**config.mk**
```make
export PLATFORM = sky130hd
export DESIGN_NAME = mul_err_sweeper_flat
export DESIGN_NICKNAME = d
export VERILOG_FILES = /design/src/rtl/approx_mul_pkg.sv /design/src/rtl/if_multiplier.sv /design/src/rtl/mul_err_sweeper_accum.sv /design/src/rtl/mul_err_sweeper.sv /design/src/flat_wrapper.sv
export SDC_FILE = /design/constraint.sdc
export NUM_CORES = 1
export LEC_CHECK = 0
export CORE_UTILIZATION = 61
export DETAILED_ROUTE_END_ITERATION = 8
export GPL_ROUTABILITY_DRIVEN = 0
export GPL_TIMING_DRIVEN = 0
export PLACE_DENSITY = 0.86
export SKIP_CTS_REPAIR_TIMING = 1
export SLEW_MARGIN = 20
export SYNTH_ARGS = -nofsm -noshare
export SYNTH_HDL_FRONTEND = slang
export SYNTH_SLANG_ARGS = --single-unit
```
**constraint.sdc**
```tcl
create_clock -name clk -period 16.8 [get_ports clk]
set_input_delay 3.36 -clock clk [delete_from_list [all_inputs] [get_ports clk]]
set_output_delay 3.36 -clock clk [all_outputs]
set_load 0.02 [all_outputs]
```
**src/rtl/approx_mul_pkg.sv**
```systemverilog
// -----------------------------------------------------------------------------
// approx_mul_pkg
// Shared declarations for the approximate-multiplier characterisation blocks.
//   sweep_state_t : FSM states of the operand sweeper
//   prod_w(w)     : product width for w-bit operands
//   cnt_w(w)      : error-count width (holds up to 2^(2w) pairs)
//   sum_w(w)      : error-sum width (never saturates over a full sweep)
// -----------------------------------------------------------------------------
package approx_mul_pkg;

   typedef enum logic [1:0] {
      IDLE = 2'd0,
      RUN  = 2'd1,
      DONE = 2'd2
   } sweep_state_t;

   function automatic int prod_w(input int w);
      return 32'sd2 * w;
   endfunction

   function automatic int cnt_w(input int w);
      return (32'sd2 * w) + 32'sd1;
   endfunction

   function automatic int sum_w(input int w);
      return 32'sd4 * w;
   endfunction

endpackage

```
**src/rtl/if_multiplier.sv**
```systemverilog
// -----------------------------------------------------------------------------
// if_multiplier
// Connection between a WIDTH x WIDTH unsigned multiplier and whoever drives it.
//   in1, in2  : operands
//   out       : 2*WIDTH-bit product
//   overflow  : multiplier-reported overflow flag
//   drv_side  : operand driver (drives in1/in2, observes out/overflow)
//   mul_side  : the multiplier itself
// -----------------------------------------------------------------------------
interface if_multiplier #(
   parameter int WIDTH = 6
);
   logic [WIDTH-1:0]   in1;
   logic [WIDTH-1:0]   in2;
   logic [2*WIDTH-1:0] out;
   logic               overflow;

   modport drv_side (output in1, output in2, input out, input overflow);
   modport mul_side (input in1, input in2, output out, output overflow);
endinterface

```
**src/rtl/mul_err_sweeper_accum.sv**
```systemverilog
// -----------------------------------------------------------------------------
// err_accum
// Compares a returned product against the exact product of the operands and
// accumulates error statistics.
//   clk, rst_n : clock, asynchronous active-low reset
//   clr        : synchronous clear of all accumulators
//   en         : accumulate the current operand/product set this cycle
//   in1, in2   : operands currently on the multiplier bus
//   prod       : product returned by the multiplier under test
//   err_cnt    : number of mismatching pairs
//   err_max    : largest absolute error
//   err_sum    : sum of absolute errors
// -----------------------------------------------------------------------------
module err_accum
   import approx_mul_pkg::*;
#(
   parameter int WIDTH = 6
) (
   input  logic                       clk,
   input  logic                       rst_n,
   input  logic                       clr,
   input  logic                       en,
   input  logic [WIDTH-1:0]           in1,
   input  logic [WIDTH-1:0]           in2,
   input  logic [prod_w(WIDTH)-1:0]   prod,
   output logic [cnt_w(WIDTH)-1:0]    err_cnt,
   output logic [prod_w(WIDTH)-1:0]   err_max,
   output logic [sum_w(WIDTH)-1:0]    err_sum
);
   localparam int PW = prod_w(WIDTH);
   localparam int CW = cnt_w(WIDTH);
   localparam int SW = sum_w(WIDTH);

   logic [PW-1:0] exact_s;
   logic [PW-1:0] diff_s;

   // Exact product and absolute difference against the returned product.
   always_comb begin
      exact_s = {{WIDTH{1'b0}}, in1} * {{WIDTH{1'b0}}, in2};
      if (prod >= exact_s) begin
         diff_s = prod - exact_s;
      end else begin
         diff_s = exact_s - prod;
      end
   end

   // Error count / max / sum registers; a zero difference leaves them untouched.
   always_ff @(posedge clk or negedge rst_n) begin
      if (!rst_n) begin
         err_cnt <= {CW{1'b0}};
         err_max <= {PW{1'b0}};
         err_sum <= {SW{1'b0}};
      end else if (clr) begin
         err_cnt <= {CW{1'b0}};
         err_max <= {PW{1'b0}};
         err_sum <= {SW{1'b0}};
      end else if (en && (diff_s != {PW{1'b0}})) begin
         err_cnt <= err_cnt + {{(CW-1){1'b0}}, 1'b1};
         err_sum <= err_sum + {{(SW-PW){1'b0}}, diff_s};
         if (diff_s > err_max) begin
            err_max <= diff_s;
         end
      end
   end

endmodule

```
**src/rtl/mul_err_sweeper.sv**
```systemverilog
// -----------------------------------------------------------------------------
// mul_err_sweeper
// Walks every operand pair of an attached combinational WIDTH x WIDTH multiplier
// (in1 fastest) and accumulates error metrics against the exact product.
//   clk, rst_n : clock, asynchronous active-low reset
//   start      : begin a sweep (accepted only in IDLE)
//   abort      : stop a running sweep, keep partial results; wins over start
//   muif       : multiplier bus (drives operands, samples out/overflow)
//   busy       : sweep in progress
//   done       : one-cycle pulse after the last pair has been accumulated
//   err_cnt    : mismatching pairs
//   err_max    : largest |out - exact|
//   err_sum    : sum of |out - exact|
//   ovf_seen   : overflow reported on any sampled pair (sticky per sweep)
// -----------------------------------------------------------------------------
module mul_err_sweeper
   import approx_mul_pkg::*;
#(
   parameter int WIDTH = 6
) (
   input  logic                       clk,
   input  logic                       rst_n,
   input  logic                       start,
   input  logic                       abort,
   if_multiplier.drv_side             muif,
   output logic                       busy,
   output logic                       done,
   output logic [cnt_w(WIDTH)-1:0]    err_cnt,
   output logic [prod_w(WIDTH)-1:0]   err_max,
   output logic [sum_w(WIDTH)-1:0]    err_sum,
   output logic                       ovf_seen
);
   localparam int IW = 2 * WIDTH;

   sweep_state_t  state_r;
   logic [IW-1:0] idx_r;
   logic          clr_s;
   logic          en_s;

   // The operand registers are the two halves of the pair counter.
   assign muif.in1 = idx_r[WIDTH-1:0];
   assign muif.in2 = idx_r[IW-1:WIDTH];

   // Accumulate on every RUN cycle (including an abort cycle, whose pair is on the bus).
   always_comb begin
      clr_s = (state_r == IDLE) && start && !abort;
      en_s  = (state_r == RUN);
   end

   // Sweep FSM, pair counter and registered status outputs.
   always_ff @(posedge clk or negedge rst_n) begin
      if (!rst_n) begin
         state_r  <= IDLE;
         idx_r    <= {IW{1'b0}};
         busy     <= 1'b0;
         done     <= 1'b0;
         ovf_seen <= 1'b0;
      end else begin
         case (state_r)
            IDLE: begin
               done <= 1'b0;
               if (start && !abort) begin
                  state_r  <= RUN;
                  idx_r    <= {IW{1'b0}};
                  busy     <= 1'b1;
                  ovf_seen <= 1'b0;
               end else begin
                  busy <= 1'b0;
               end
            end
            RUN: begin
               ovf_seen <= ovf_seen | muif.overflow;
               idx_r    <= idx_r + {{(IW-1){1'b0}}, 1'b1};
               if (abort) begin
                  state_r <= IDLE;
                  busy    <= 1'b0;
                  done    <= 1'b0;
               end else if (idx_r == {IW{1'b1}}) begin
                  // Completion is decided on the last pair, not on counter wrap.
                  state_r <= DONE;
                  busy    <= 1'b0;
                  done    <= 1'b1;
               end else begin
                  busy <= 1'b1;
                  done <= 1'b0;
               end
            end
            DONE: begin
               state_r <= IDLE;
               busy    <= 1'b0;
               done    <= 1'b0;
            end
            default: begin
               state_r <= IDLE;
               busy    <= 1'b0;
               done    <= 1'b0;
            end
         endcase
      end
   end

   err_accum #(
      .WIDTH (WIDTH)
   ) u_err_accum (
      .clk     (clk),
      .rst_n   (rst_n),
      .clr     (clr_s),
      .en      (en_s),
      .in1     (idx_r[WIDTH-1:0]),
      .in2     (idx_r[IW-1:WIDTH]),
      .prod    (muif.out),
      .err_cnt (err_cnt),
      .err_max (err_max),
      .err_sum (err_sum)
   );

endmodule
```
**src/flat_wrapper.sv**
```systemverilog
// flat-port wrapper written by rule: the top's interface ports become plain ports
module mul_err_sweeper_flat import approx_mul_pkg::*;
#(
   parameter int WIDTH = 6
)
  (clk, rst_n, start, abort, busy, done, err_cnt, err_max, err_sum, ovf_seen, muif_in1, muif_in2, muif_out, muif_overflow);
  if_multiplier #(.WIDTH(WIDTH)) muif_i ();
  input  logic clk;
  input  logic rst_n;
  input  logic start;
  input  logic abort;
  output logic busy;
  output logic done;
  output logic [cnt_w(WIDTH)-1:0] err_cnt;
  output logic [prod_w(WIDTH)-1:0] err_max;
  output logic [sum_w(WIDTH)-1:0] err_sum;
  output logic ovf_seen;
  output wire logic [$bits(muif_i.in1)-1:0] muif_in1;
  output wire logic [$bits(muif_i.in2)-1:0] muif_in2;
  input wire logic [$bits(muif_i.out)-1:0] muif_out;
  input wire logic [$bits(muif_i.overflow)-1:0] muif_overflow;
  assign muif_in1 = muif_i.in1;
  assign muif_in2 = muif_i.in2;
  assign muif_i.out = muif_out;
  assign muif_i.overflow = muif_overflow;
  mul_err_sweeper #(.WIDTH(WIDTH)) u_core (.clk(clk), .rst_n(rst_n), .start(start), .abort(abort), .muif(muif_i), .busy(busy), .done(done), .err_cnt(err_cnt), .err_max(err_max), .err_sum(err_sum), .ovf_seen(ovf_seen));
endmodule
```
After elaboration in Yosys (flattened, before gate mapping)

Index checks and enable logic that the tools add are counted.
W data, S select, Z words.

Mux-type cells: 23
Bitwise operators: 1
$mul: 1
$lt $le $gt $ge: 2
Reduce and logical (&&, ||, !) cells: 13
Eq/ne operators: 4
$add $sub $neg: 5

Operators with widths:

| kind                    | number |
|---|---|
| $mux W12                | 5 |
| $mux W24                | 2 |
| $mux W13                | 2 |
| $add A24 B12 Y24        | 1 |
| $pmux W12 S2            | 1 |
| $sub A12 B12 Y12        | 2 |
| $add A13 B1 Y13 const B | 1 |
| $add A12 B1 Y12 const B | 1 |
| $eq A12 B12 Y1 const B  | 1 |
| $ge A12 B12 Y1          | 1 |
| $gt A12 B12 Y1          | 1 |
| $mul A6 B6 Y12          | 1 |
| $reduce_bool A12 Y1     | 1 |
| $mux W1                 | 7 |
| $mux W2                 | 3 |
| $reduce_and A2 Y1       | 3 |
| $reduce_bool A2 Y1      | 3 |
| $logic_and A1 B1 Y1     | 4 |
| $pmux W1 S2             | 2 |
| $pmux W2 S2             | 1 |
| $ne A3 B2 Y1 const B    | 1 |
| $eq A2 B1 Y1 const B    | 1 |
| $logic_not A2 Y1        | 1 |
| $ne A2 B2 Y1 const B    | 1 |
| 2 further kinds         | 2 |

Output and inout bits: 64
Register bits after elaboration: 66

Logic depth before layout (Yosys ltp)

Depth after elaboration: 7
Mapped depth: 37
Gate-level depth less buffers: 33

By module

A second synthesis with hierarchy kept.

Cells, all modules: 763
Area total of the unflattened synthesis: 6521.3 um2

By module, submodules not included:

| module          | instances | area an instance (um2) | cells each |
|---|---|---|---|
| err_accum       | 1         | 5659.2                 | 677 |
| mul_err_sweeper | 1         | 862.1                  | 86 |

Least setup slack after synthesis

No wires, ideal clock.

Kind: in2reg
Start: input muif_out[0]
End: register u_core.u_err_accum.err_sum[22]
Arrival: 7.500 ns
Cell stages on the path: 22
Path buffers: 3
Path slack: 9.221 ns
Library setup time: 0.078 ns
Path through: inv_1 ha_1 fa_1 nand2b_1 a21oi_1 o221a_1 o21a_1 buf_4 buf_2 mux2_2 fa_1 nor2b_1 o21ai_0 a21boi_0 o21a_1 o21ai_0 nand2b_1 a21oi_1 a21o_1 clkbuf_1 or4_1 a21oi_1

Word-level cells in the longest chain between the ends: 5

Ends and longest elaborated chain:

| item                                                    | line                                                     | RTL |
|---|---|---|
| start, declared                                         | flat_wrapper.sv:20                                       | `input wire logic [$bits(muif_i.out)-1:0] muif_out;` |
| $sub A12 B12 Y12 (tied with other cells)                | mul_err_sweeper_accum.sv:43                              | `diff_s = exact_s - prod;` |
| $mux W12 *                                              | mul_err_sweeper_accum.sv:40                              | `if (prod >= exact_s) begin` |
| $add A24 B12 Y24 or $reduce_bool A12 Y1 (tied branches) | mul_err_sweeper_accum.sv:59, mul_err_sweeper_accum.sv:57 |  |
| $mux W24 or $logic_and A1 B1 Y1 (tied branches)         | mul_err_sweeper_accum.sv:57                              | `end else if (en && (diff_s != {PW{1'b0}})) begin` |
| $mux W24 or $reduce_bool A2 Y1 (tied branches)          | -                                                        |  |
| end signal, assigned                                    | mul_err_sweeper_accum.sv:52                              | `err_sum <= {SW{1'b0}};` |
| end signal, assigned                                    | mul_err_sweeper_accum.sv:56                              | `err_sum <= {SW{1'b0}};` |
| end signal, assigned                                    | mul_err_sweeper_accum.sv:59                              | `err_sum <= err_sum + {{(SW-PW){1'b0}}, diff_s};` |
| end, declared                                           | mul_err_sweeper_accum.sv:28                              | `output logic [sum_w(WIDTH)-1:0] err_sum` |

Mark *: on every way between the ends. The rest lies on a longest branch, timed or not. The select of a mux whose other input is x is not followed.
A chain may end at the register's enable or synchronous reset.

Worst setup path in the final report

Start: input muif_out[0]
End: register u_core.u_err_accum.err_sum[14]

Same word-level chain as after synthesis.

==> impl_summary.log <==
[metrics] status: finished clean
[metrics] post-route DRC violation count: 0
[metrics] antenna-violating nets left: 0
[metrics] Synth Cell Area: 0.006185 mm^2
[metrics] Total Routed Length: ~16000 um
[metrics] placed wire-length estimate after detailed placement: around 12000 um
[metrics] area added between synthesis and finish: 19.02%
[metrics] leakage power figure: approximately 3.4 nW
[metrics] share of Yosys cell area claimed by the top area cell type: a little over a quarter
[metrics] Final setup violation count: 0
[metrics] proportion of register bits with asynchronous set or reset after synthesis: 100.0%
[metrics] Achievable Freq: 0.1172 GHz
[metrics] ANT cells: 0
[metrics] flop and latch count out of synthesis: between 60 and 70
[metrics] Final nets: roughly 920
[metrics] post-route setup slack: slightly above 8 ns
[metrics] share of layout cells above drive strength 1: 5.781%
[metrics] 1st-pass router iterations: 5
[metrics] root buffer cell: clkbuf_8
[metrics] top-level port count: 81
[metrics] Final min period: around 8.5 ns
[metrics] average routed wire per standard cell: around 17 um
[metrics] count of final max-slew check failures: 0
[metrics] Filler Cells Inserted: 737
[metrics] initial detailed-routing violation count: between 400 and 500
[metrics] worst slew pin tran: about 0.69 ns
[metrics] per-instance average area after synthesis: ~8.6 um^2
[metrics] leading register cell type out of synthesis: dfrtp_1
[metrics] pin count of the biggest net entering global routing: between 50 and 60
[metrics] H-tree depth: 3
[metrics] TritonCTS Buffers: 9
[metrics] kind of path behind the tightest hold check: reg -> reg
[metrics] headroom to the max-slew limit: a little over half
[metrics] post-route worst hold slack: about 0.50 ns
[metrics] sequential area share after synthesis: 26.70%
[metrics] Worst Min Path Start: u_core.u_err_accum.err_cnt[6]
[metrics] peak ir drop on the vdd network: 0.05800 mV
[metrics] Critical path origin: muif_out[0]
[metrics] synthesized netlist cell count: around 720
[metrics] pwr/cell area: 102.1 mW/mm^2
[metrics] via total after detailed routing: 5760
[metrics] total overflow reported by the global router: 0
[metrics] Critical Path RT: about 17 ns
[metrics] Crit Path Category: in -> reg
[metrics] initial antenna violation count: 0
[metrics] share of the cycle needed by the critical path after routing: around half
[metrics] Final Hold Fails: 0
[metrics] max-cap check violation count: 0
[metrics] clock network latency to the later pin of the worst-skew pair: 0.36 ns
[metrics] detailed-route vias per instance: around 6.1
[metrics] Core Util, Final: around 75%
[metrics] pre-CTS worst setup slack: slightly below 8 ns
[metrics] CTS tree: done
[metrics] vias in the first global route: approximately 5600
[metrics] Synth area leaders: dfrtp_1 (27%), ha_1 (14%), fa_1 (6.5%)
[metrics] Clock Sinks: 66
[metrics] crit path capture type: flop
[metrics] setup TNS: 0 ns
[metrics] first-pass GRT wire length: ~26000 um
[metrics] die area: ~0.011 mm^2
[metrics] Site Rows: 36
[metrics] post-route clock skew: between 0.01 and 0.015 ns
[metrics] Die W: between 100 and 150 um
[metrics] launching point of the worst reg2reg path: u_core.idx_r[2]
[metrics] die outline height: 102.7 um
[metrics] library cell with the largest summed area after synthesis: dfrtp_1
[metrics] Power Total: between 0.7 and 0.8 mW
[metrics] arrival time of the worst setup path: 8.77 ns
[metrics] Net Count, Synth: between 800 and 900
[metrics] Core ar.: between 0.009 and 0.01 mm^2
[metrics] Port-buffer cells: 80
[metrics] total global routing track utilization: between 30% and 40%
[metrics] setup repair after global routing missed its margin: false
[metrics] Yosys Warn Count: 0
[metrics] count of flip-flops with a built-in enable after synthesis: 0
[metrics] starting density of the core: a little over three fifths
[metrics] clock-pin slew reported for the worst setup and hold paths after clock tree synthesis: 0.07 ns
[metrics] Clock Path Buffers: 2
[metrics] FF+latch area: ~0.0017 mm^2
[metrics] Cell variety after synth: 62
[metrics] critical path startpoint category: input pin
[metrics] multi-input combinational cell area: between 0.004 and 0.005 mm^2
[metrics] Critical Path Fanout Max: 10
[layout by cell type, fill, tap and decap left out, types with 5 or more instances in the layout]
cell type	n
xnor2_1	14
nor2_1	32
nand2b_1	7
clkbuf_8	9
inv_1	73
mux2i_1	13
nor3_1	14
xor2_1	14
o21a_1	8
fa_1	20
dfrtp_1	66
nand4_1	10
o21ai_0	29
ha_1	69
and3_1	9
nand2_1	61
nand3_1	35
a21oi_1	39
clkbuf_1	24
buf_4	5
o21ai_1	13
clkdlybuf4s50_1	79
o31ai_1	20
buf_2	5
or4_1	6
a21o_1	17
nor2b_1	8
o211ai_1	12
and2_1	28
[final cells by class]
type                       instances  share of cell area, %
clock inverter                     5                 0.7649
buffer                            39                  2.686
sequential                        66                  22.44
clock buffer                      10                  1.734
multi-input combinational        539                  55.18
timing repair buffer              81                  11.22
tap                              133                  2.261
inverter                          73                  3.723
[registers in the layout (all words and copies together), names as in the netlist]
signal	cells
u_core.busy	1
u_core.u_err_accum.err_max	12
u_core.u_err_accum.err_cnt	13
u_core.state_r	2
u_core.idx_r	12
u_core.ovf_seen	1
u_core.done	1
u_core.u_err_accum.err_sum	24
[Yosys cell counts, types with 14 or more instances]
cell / n
dfrtp_1: 66
a21o_1: 17
xor2_1: 14
o31ai_1: 20
clkbuf_1: 23
nand2_1: 61
fa_1: 20
nor2_1: 32
a21oi_1: 39
inv_1: 73
xnor2_1: 14
nor3_1: 14
ha_1: 69
and2_1: 28
o21ai_0: 29
nand3_1: 35
[metal layers]
metal  share of wire, %  track usage [%]  vias to the layer above  routed length, um
li1                   -                -                     2696                  -
met1                 39            37.94                     2763               6301
met2                 51            55.28                      250               8091
met3                6.0            4.000                       51                958
met4                3.9            17.36                        0                625
met5                  0                0                        -                  0
[critical path: stages]
cell and delay [ns]:
clkdlybuf4s50_1 0.48, inv_1 0.05, ha_1 0.22, fa_1 0.44
nand2b_1 0.19, a21oi_1 0.31, o221a_1 0.29, o21a_1 0.13
buf_4 0.16, buf_2 0.24, mux2i_1 0.24, xor2_1 0.32
ha_1 0.33, nor2b_1 0.14, o21ai_0 0.19, a21boi_0 0.15
o21a_1 0.20, o21ai_0 0.20, nand2b_1 0.12, a21oi_1 0.21
a21o_1 0.15, clkbuf_1 0.36, nor3_1 0.13, mux2i_1 0.14
[stage by stage]
step | instances | cell area (um^2)
final | 946 | 7361
after global routing | 946 | 7361
after CTS | 946 | 7361
after detailed placement | 931 | 7177
after global placement | 930 | 7152
after floorplan | 717 | 6185
[path summary, 6_finish.rpt]
path                            cells after the start  slack [ns]                             end
worst min-delay path                                1        0.50   u_core.u_err_accum.err_cnt[6]
worst min register to register                      1        0.50   u_core.u_err_accum.err_cnt[6]
min in group asynchronous                           1        2.86   u_core.u_err_accum.err_cnt[6]
worst max-delay path                               24        8.27  u_core.u_err_accum.err_sum[14]
worst max register to register                     34        8.51  u_core.u_err_accum.err_sum[14]
max in group asynchronous                           2       13.41  u_core.u_err_accum.err_sum[20]
[power by group]
| part | switching (mW) | internal [mW] | leakage, nW |
|---|---|---|---|
| clock | 0.0630 | 0.0674 | 0.0921 |
| sequential | 0.0383 | 0.194 | 0.881 |
| combinational | 0.218 | 0.171 | 2.44 |
[logic make-up (layout without fill, tap and decap cells)]
logic type / after synthesis / in the layout / synth area share (%)
fa+ha+maj: 89 / 89 / 20.43
flops: 66 / 66 / 26.70
simple gates: 228 / 228 / 18.67
compound gates: 175 / 175 / 19.22
xor+xnor: 28 / 28 / 3.965
mux: 19 / 19 / 3.378
buf+inv: 112 / 208 / 7.627
Note: power is estimated with default switching activity, not from simulation.
==> patch, RTL diff (same flow settings) <==
`WIDTH` is set to 6 in 4 places; all go to 12.
--- a/src/rtl/if_multiplier.sv
+++ b/src/rtl/if_multiplier.sv
@@ -8,7 +8,7 @@
 //   mul_side  : the multiplier itself
 // -----------------------------------------------------------------------------
 interface if_multiplier #(
-   parameter int WIDTH = 6
+   parameter int WIDTH = 12
 );
    logic [WIDTH-1:0]   in1;
    logic [WIDTH-1:0]   in2;
--- a/src/rtl/mul_err_sweeper_accum.sv
+++ b/src/rtl/mul_err_sweeper_accum.sv
@@ -14,7 +14,7 @@
 module err_accum
    import approx_mul_pkg::*;
 #(
-   parameter int WIDTH = 6
+   parameter int WIDTH = 12
 ) (
    input  logic                       clk,
    input  logic                       rst_n,
--- a/src/rtl/mul_err_sweeper.sv
+++ b/src/rtl/mul_err_sweeper.sv
@@ -16,7 +16,7 @@
 module mul_err_sweeper
    import approx_mul_pkg::*;
 #(
-   parameter int WIDTH = 6
+   parameter int WIDTH = 12
 ) (
    input  logic                       clk,
    input  logic                       rst_n,
--- a/src/flat_wrapper.sv
+++ b/src/flat_wrapper.sv
@@ -1,7 +1,7 @@
 // flat-port wrapper written by rule: the top's interface ports become plain ports
 module mul_err_sweeper_flat import approx_mul_pkg::*;
 #(
-   parameter int WIDTH = 6
+   parameter int WIDTH = 12
 )
   (clk, rst_n, start, abort, busy, done, err_cnt, err_max, err_sum, ovf_seen, muif_in1, muif_in2, muif_out, muif_overflow);
   if_multiplier #(.WIDTH(WIDTH)) muif_i ();
Ports: changed (6 resized); port bits go from 81 to 153. The function was not compared with the original's and may differ.
==> patch against the original RTL <==
- power grew 110%
- highest routed layer unchanged
- setup slack lost 4400 ps
- critical path type is now reg -> reg
- largest cell class unchanged
- sequential power grew 85%
- final cell count grew to 2.5 times the old value
- sequential share of layout area shrank 4.8 points
- sequential cell count grew 60
- count of clock-buffer cells in the layout grew 8
- critical endpoint is now u_core.u_err_accum.err_sum[44]
- design area grew 140%
- critical path depth grew 21
- clock power grew to 2.8 times the old value
- routed wire length grew to 2.8 times the old value
- register-to-register slack lost 4600 ps
- area after synthesis grew 150%
==> patch: results (changes against the original RTL) <==
Parameter                              Value

Outcome
  Run status    finished clean

Final layout
  Number of fill cells    1814 (+150%)
  Number of nets in the layout    2321 (+150%)
  Regs by FF count    u_core.u_err_accum.err_sum (48), u_core.u_err_accum.err_cnt (25)
  Ratio of cells with drive above 1 in the final layout    0.0485 (-0.00930)

Power
  P_clk    0.000370 W (+180%)
  IR drop worst, VDD    0.000100 V (+73%)
  Portion of total power attributed to sequential cells    0.272 (-0.037)
  Switching Share    0.426 (+0.00120)
  Leak pwr    8.50 nW (+150%)

Critical path
  Startpoint class of the critical path    flip-flop
  Data arrival at the endpoint of the critical path    13240 ps (+4470 ps)
  Worst reg2reg setup slack    3870 ps (-4640 ps)
  Max incr delay on CP    570 ps (+90 ps)
  Sort of element at the end of the critical path    flip-flop
  Reg-to-reg critical path endpoint    u_core.u_err_accum.err_sum[44]
  Critical-path top delay cell    sky130_fd_sc_hd__fa_1
  Number of cells on the worst reg-to-reg path    45 (+32%)

Route
  DR pass1 iterations    8 (+3)
  First DRT Iteration DRCs    1664 (+280%)
  Routed length per placed instance    19.3 um (+14%)
  Via count of the routed design    15200 (+160%)

Logic synthesis
  Area fraction in compound gates after synthesis    0.173 (-0.0187)
  Top cells by area, synth    sky130_fd_sc_hd__dfrtp_1, sky130_fd_sc_hd__fa_1, sky130_fd_sc_hd__ha_1, sky130_fd_sc_hd__inv_1, sky130_fd_sc_hd__nand2_1
  Fraction of the yosys area taken by sequential cells    0.205 (-0.0616)
  Adder-cell area share of the yosys netlist    0.266 (+0.0613)
  Multiplexer share of the synthesized area    0.0271 (-0.00664)
  Most frequent cells after synthesis    sky130_fd_sc_hd__inv_1, sky130_fd_sc_hd__nand2_1, sky130_fd_sc_hd__ha_1, sky130_fd_sc_hd__dfrtp_1, sky130_fd_sc_hd__fa_1
  Ys flop type    sky130_fd_sc_hd__dfrtp_1
  Net count after synthesis    2149 (+160%)
  Yosys warnings    0 (unchanged)
  Fraction of synthesized cell area in xor and xnor cells    0.0365 (-0.00313)
  Distinct cell type count of the synthesized netlist    77 (+24%)

Placement
  Buffers on Ports    152 (+90%)
  Final HPWL DP    35300 um (+180%)

Global routing
  Global-route wire length before repair    73500 um (+180%)
  Antenna violations before repair    0 (unchanged)
  GRT Resource Usage Total    0.357 (+0.0401)
  Pin count of the biggest net entering global routing    76 (+46%)

Worst hold path
  Type of the most critical hold path    reg -> reg

Clock network
  Buffer cell driving the clock tree root    sky130_fd_sc_hd__clkbuf_16
  Number of CTS-inserted buffers    17 (+8)
  H-Tree Depth    4 (+1)
  Worst-skew pair later-pin latency    430 ps (+70 ps)

STA
  Slew at the pin closest to its max-slew limit    991 ps (+306 ps)
  Worst setup skew after layout    12.8 ps (+1.50 ps)
==> patch: metal layers <==
| layer | share of wire | track usage | vias up |
|---|---|---|---|
| met4 | 0.057 | 0.205 | 0 |
| met5 | 0 | 0 | - |
| met2 | 0.46 | 0.572 | 1016 |
| li1 | - | - | 6755 |
| met1 | 0.38 | 0.453 | 7213 |
| met3 | 0.11 | 0.0666 | 191 |
==> patch: per-stage QoR <==
step	utilization	setup WS [ps]	instances	total power (W)	instance area, um2
final	0.731	3870	2365	0.00158	17900
after global routing	0.731	3120	2365	0.00166	17900
after CTS	0.731	4140	2365	0.00156	17900
after detailed placement	0.707	4190	2333	0.00119	17300
after global placement	0.706	4440	2332	0.00115	17300
after floorplan	-	6430	1856	0.000913	15300
==> patch: cell type report <==
cell class / instances / area (um2) / share of cell area
plain buffers: 93 / 428 / 0.0239
clock buffers: 18 / 439 / 0.0246
flip-flops and latches: 126 / 3150 / 0.176
repair buffers: 153 / 1550 / 0.0867
multi-input cells: 1400 / 10900 / 0.608
clock inverters: 14 / 146 / 0.00818
inverters: 237 / 890 / 0.0497
well taps: 324 / 405 / 0.0227
==> patch: how the worst min path moves through the flow <==
| stage | from | endpoint | slack [ps] |
|---|---|---|---|
| after CTS | u_core.u_err_accum.err_sum[31] | u_core.u_err_accum.err_sum[31] | 510 |
| after floorplan | u_core.state_r[0] | u_core.u_err_accum.err_cnt[15] | 570 |
| final | u_core.u_err_accum.err_cnt[13] | u_core.u_err_accum.err_cnt[13] | 500 |
| after global routing | u_core.u_err_accum.err_sum[31] | u_core.u_err_accum.err_sum[31] | 540 |
| after global placement | u_core.ovf_seen | u_core.ovf_seen | 480 |
| after detailed placement | u_core.u_err_accum.err_sum[26] | u_core.u_err_accum.err_sum[26] | 500 |
